**src/rtl/rr_arb2_mux_sel_pkg.sv**
```systemverilog
// Shared definitions for the two-channel round-robin arbiter / output register.
// Holds the FSM encoding and the channel identifiers used for the mux select.
package rr_arb2_mux_sel_pkg;

  typedef enum logic {
    ST_EMPTY = 1'b0,
    ST_FULL  = 1'b1
  } state_t;

  localparam logic CH0 = 1'b0;
  localparam logic CH1 = 1'b1;

endpackage

```
**src/rtl/rr_arb2_mux_sel_mux2x1_bus.sv**
```systemverilog
// WIDTH-bit 2:1 mux; sel picks channel 0 (a) or channel 1 (b).
module mux2x1_bus
  import rr_arb2_mux_sel_pkg::*;
#(
  parameter int WIDTH = 8
) (
  input  logic             sel,
  input  logic [WIDTH-1:0] a,
  input  logic [WIDTH-1:0] b,
  output logic [WIDTH-1:0] y
);

  assign y = (sel == CH0) ? a : b;

endmodule

```
**src/rtl/rr_arb2_mux_sel.sv**
```systemverilog
// Two-channel round-robin arbiter feeding a one-entry registered output stage,
// with saturating per-channel grant counters.
module rr_arb2_mux_sel
  import rr_arb2_mux_sel_pkg::*;
#(
  parameter int WIDTH = 8,
  parameter int CNT_W = 8
) (
  input  logic             clk,
  input  logic             rst_n,
  input  logic [WIDTH-1:0] in0_data,
  input  logic             in0_valid,
  output logic             in0_ready,
  input  logic [WIDTH-1:0] in1_data,
  input  logic             in1_valid,
  output logic             in1_ready,
  output logic [WIDTH-1:0] out_data,
  output logic             out_valid,
  input  logic             out_ready,
  output logic             sel,
  input  logic             clr_cnt,
  output logic [CNT_W-1:0] gnt_cnt0,
  output logic [CNT_W-1:0] gnt_cnt1
);

  // Handshakes: a word moves on a port in any cycle where its valid and ready
  // are both high at posedge clk. Readies never depend on the same port's ready
  // downstream beyond out_ready, and are forced low while rst_n is low.

  localparam logic [CNT_W-1:0] CNT_MAX = '1;

  state_t           state_q, state_d;
  logic             last_q;
  logic [WIDTH-1:0] data_q;
  logic             sel_q;
  logic [CNT_W-1:0] cnt0_q, cnt1_q;

  logic             can_load;
  logic             any_valid;
  logic             gnt_ch;
  logic             do_load;
  logic [WIDTH-1:0] mux_data;

  assign any_valid = in0_valid | in1_valid;
  assign can_load  = rst_n & ((state_q == ST_EMPTY) | out_ready);

  // Contest goes to the channel that did not win last; a lone requester just wins.
  assign gnt_ch  = (in0_valid & in1_valid) ? ~last_q : in1_valid;
  assign do_load = can_load & any_valid;

  assign in0_ready = do_load & (gnt_ch == CH0);
  assign in1_ready = do_load & (gnt_ch == CH1);

  mux2x1_bus #(.WIDTH(WIDTH)) u_mux (
    .sel (gnt_ch),
    .a   (in0_data),
    .b   (in1_data),
    .y   (mux_data)
  );

  always_comb begin
    state_d = state_q;
    if (do_load) begin
      state_d = ST_FULL;
    end else if ((state_q == ST_FULL) && out_ready) begin
      state_d = ST_EMPTY;
    end
  end

  always_ff @(posedge clk) begin
    if (!rst_n) begin
      state_q <= ST_EMPTY;
      last_q  <= CH1;
      data_q  <= '0;
      sel_q   <= CH0;
      cnt0_q  <= '0;
      cnt1_q  <= '0;
    end else begin
      state_q <= state_d;
      if (do_load) begin
        data_q <= mux_data;
        sel_q  <= gnt_ch;
        last_q <= gnt_ch;
      end
      // Clear takes priority over a same-cycle grant.
      if (clr_cnt) begin
        cnt0_q <= '0;
        cnt1_q <= '0;
      end else if (do_load) begin
        if ((gnt_ch == CH0) && (cnt0_q != CNT_MAX)) cnt0_q <= cnt0_q + 1'b1;
        if ((gnt_ch == CH1) && (cnt1_q != CNT_MAX)) cnt1_q <= cnt1_q + 1'b1;
      end
    end
  end

  assign out_data  = data_q;
  assign out_valid = (state_q == ST_FULL);
  assign sel       = sel_q;
  assign gnt_cnt0  = cnt0_q;
  assign gnt_cnt1  = cnt1_q;

endmodule

```
**config.mk**
```make
export PLATFORM = sky130hd
export DESIGN_NAME = rr_arb2_mux_sel
export DESIGN_NICKNAME = d
export VERILOG_FILES = /design/src/rtl/rr_arb2_mux_sel_pkg.sv /design/src/rtl/rr_arb2_mux_sel_mux2x1_bus.sv /design/src/rtl/rr_arb2_mux_sel.sv
export SDC_FILE = /design/constraint.sdc
export NUM_CORES = 1
export LEC_CHECK = 0
export ABC_AREA = 1
export BUFFER_PORTS_ARGS = -buffer_cell sky130_fd_sc_hd__buf_2
export CAP_MARGIN = 5
export CORE_MARGIN = 4
export CORE_UTILIZATION = 50
export DETAILED_ROUTE_END_ITERATION = 10
export PLACE_DENSITY = 0.8
export SLEW_MARGIN = 15
export SYNTH_ARGS = -nofsm -noshare
export SYNTH_HDL_FRONTEND = slang
export SYNTH_SLANG_ARGS = --single-unit
```
**constraint.sdc**
```tcl
create_clock -name clk -period 3.6 [get_ports clk]
set_input_delay 0.72 -clock clk [delete_from_list [all_inputs] [get_ports clk]]
set_output_delay 0.72 -clock clk [all_outputs]
set_load 0.03 [all_outputs]
```
==> results.json <==
{
  "slew_headroom_pct": 44.80,
  "power_switching_uw": 164.7,
  "dr.pass1.iters": 4,
  "antenna_found_initial": 0,
  "syn-cell-area_mm2": 0.001433,
  "placed_cells": 293,
  "critPathKind": "input port to output port",
  "pwr_density_cell_mw_per_mm2": 322.6,
  "ctsHoldBuffers": 0,
  "detail_route.iter0.violations": 37,
  "power.share.switching_pct": 30.01,
  "clock_tree.htree_level_count": 1,
  "critical_path_arrival_ps": 1750,
  "drt-total-wl_um": 3125,
  "gp_routability_congestion": 0.8494,
  "initial_standard_cell_utilization_of_the_core_pct": 51.95,
  "drtAntennaViolNets": 0,
  "detail_route.wl_per_cell_um": 10.52,
  "grt_max_degree": 17,
  "max_clock_freq_mhz": 404.6,
  "tritoncts.num_buffers": 3,
  "report.power.total_uw": 549.0,
  "hold-worst-slack_ps": 476.1,
  "clk-insertion-delay-late_ps": 320,
  "cts-resized-gates": 0,
  "groute.usage.overall_pct": 16.84,
  "finish.instance_area_mm2": 0.001702,
  "share_comb_of_total_power_pct": 18.5,
  "seq_power_share_pct": 57.4,
  "drc_errors": 0,
  "ys_seq_elements": 27,
  "detail_route.vias_per_cell": 4.862,
  "post_route_clock_skew_ps": 5.000,
  "share_of_synthesized_cell_area_in_full_adder_half_adder_and_majority_cells_pct": 1.747,
  "die_h_um": 61.53,
  "tightestPinTransition_ps": 824.9,
  "cts.reportedPaths.clkPinSlew_ps": 150,
  "ioPinCount": 50,
  "synth.yosys.warnings": 0,
  "cts.root.buffer_cell": "clkbuf_4",
  "critPathRequiredTime_ps": 2880,
  "floorplan.die.width_um": 61.53,
  "port_buffers": 49,
  "grt-ovfl-total": 0,
  "rsz0062_at_grt": "false",
  "run_status": "finished, final reports clean",
  "hold_class": "flip-flop to flip-flop",
  "cts.sinks": 27,
  "synth_area_per_cell_um2": 6.572,
  "insertedDiodeCount": 0,
  "area_added_between_synthesis_and_finish_pct": 18.78,
  "post-cts-setup-buffer-count": 0,
  "timing.critical_path.to_type": "output port",
  "power_frac_clock_pct": 24.1,
  "peakVddDrop_mv": 0.2375,
  "post_dp_cell_area_mm2": 0.001672,
  "placeableCoreArea_mm2": 0.002758,
  "finalNonFillerCells": 297,
  "synth_xor_xnor_area_share_pct": 2.445,
  "via_count": 1444,
  "seq_area_frac_synth_pct": 37.73,
  "vias_in_the_first_global_route": 1181,
  "p_int_uw": 384.2,
  "setup.worst_path.start_class": "input port",
  "mappedNetlistNets": 242,
  "number_of_failing_setup_endpoints_in_the_final_timing_report": 0,
  "post_synth_and_or_nand_nor_area_fraction_pct": 43.23,
  "leakage_uw": 0.0008463,
  "netlist-cell-type-count": 20,
  "final_layout_size_suffix_gt1_share_pct": 26.32,
  "hpwlAfterDp_um": 2466,
  "tritoncts": "built",
  "setup-tns-final_ps": 0,
  "final_nets": 291,
  "top_fanout_value_on_the_critical_path": 12,
  "syn_inst": 218,
  "period_share_pct": 68.65,
  "synth.mux.area_fraction_pct": 0,
  "rows": 19,
  "total_die_area_mm2": 0.003786,
  "clock_path_buffers": 2,
  "max_cap_violations": 0,
  "post-route-min-period_ps": 2472,
  "grt_first_pass_wirelength_um": 4919,
  "synth_area_in_compound_gates_pct": 8.035,
  "finalHoldViolCount": 0,
  "synth_top_family_by_area": "simple AND/OR/NAND/NOR gates",
  "slew_violations": 0
}
[cell families after synthesis]
family                     after synthesis
and+or+nand+nor                        143
DFF                                     27
AOI/OAI and AO/OA                       23
buffers and inverters                   19
xor gates and xnor gates                 4
adders and majority gates                2
[routing by layer]
layer	vias to the layer above	wire length [µm]	track usage (%)
met5	-	0	0
met4	0	38	5.455
met3	4	274	3.354
met2	40	1425	28.70
met1	625	1386	21.19
li1	775	-	-
[synthesized netlist by cell type]
cell / instances / area [µm²]
buf_4: 1 / 7.510
nand3_2: 1 / 10.01
nand3_4: 1 / 17.52
clkbuf_1: 1 / 3.750
nand2_1: 89 / 334.1
inv_1: 12 / 45.04
nand2_2: 5 / 31.28
nor2_1: 30 / 112.6
a21oi_1: 20 / 100.1
or2_2: 2 / 12.51
nor2_2: 5 / 31.28
xor2_1: 4 / 35.03
o21ai_0: 3 / 15.01
nor2_8: 1 / 20.02
nand3_1: 7 / 35.03
ha_1: 2 / 25.02
nand3b_1: 2 / 15.01
dfxtp_1: 27 / 540.5
inv_2: 2 / 7.510
buf_6: 3 / 33.78
[path summary, 6_finish.rpt]
path / from / end / slack (ps) / cells after the start
worst max-delay path: rst_n / in1_ready / 1130 / 6
worst min-delay path: out_data[1] / out_data[1] / 480 / 2
worst max register to register: out_valid / gnt_cnt0[1] / 1840 / 6
worst min register to register: out_data[1] / out_data[1] / 480 / 2
[power by group through the flow]
| stage | Clock (µW) | Combinational (µW) | Sequential, µW |
|---|---|---|---|
| detailed placement | 0 | 103 | 321 |
| floorplan | 0 | 58.2 | 339 |
| finish | 132 | 102 | 315 |
| global placement | 0 | 101 | 321 |
| global route | 149 | 113 | 317 |
| CTS | 138 | 103 | 315 |
[registers in the layout (all words and copies together), names as in the netlist]
signal	count
gnt_cnt0	8
sel	1
gnt_cnt1	8
last_q	1
out_valid	1
out_data	8
[critical path: stages]
cell and delay, ps:
buf_2 100, inv_2 90, nor2_2 140, nand2_2 210, nor2_2 250, buf_2 240
[through the flow]
| stage | setup slack [ps] | util [%] |
|---|---|---|
| 2_1_floorplan | 1528 | - |
| 3_3_place_gp | 1133 | 60.62 |
| 3_5_place_dp | 1122 | 60.62 |
| 4_1_cts | 1115 | 61.71 |
| 5_1_grt | 996.8 | 61.71 |
| 6_report | 1128 | 61.71 |
[cells in the final DEF, fill, tap and decap left out, drive strengths merged]
cell and n:
nand2 94, buf 49, nor2 36, dfxtp 27
a21oi 20, inv 14, nand3 9, xor2 4
o21ai 3, clkbuf 3, or2 2, nand3b 2
ha 2, clkinvlp 1
[cell type report]
type | instances | area (µm²)
fill | 268 | 1056
multi-input combinational | 172 | 794.5
sequential | 27 | 540.5
timing repair buffer | 49 | 245.2
inverter | 14 | 52.55
tap | 31 | 38.79
clock buffer | 3 | 22.52
clock inverter | 1 | 7.507
Power figures use the tool's default switching activity.
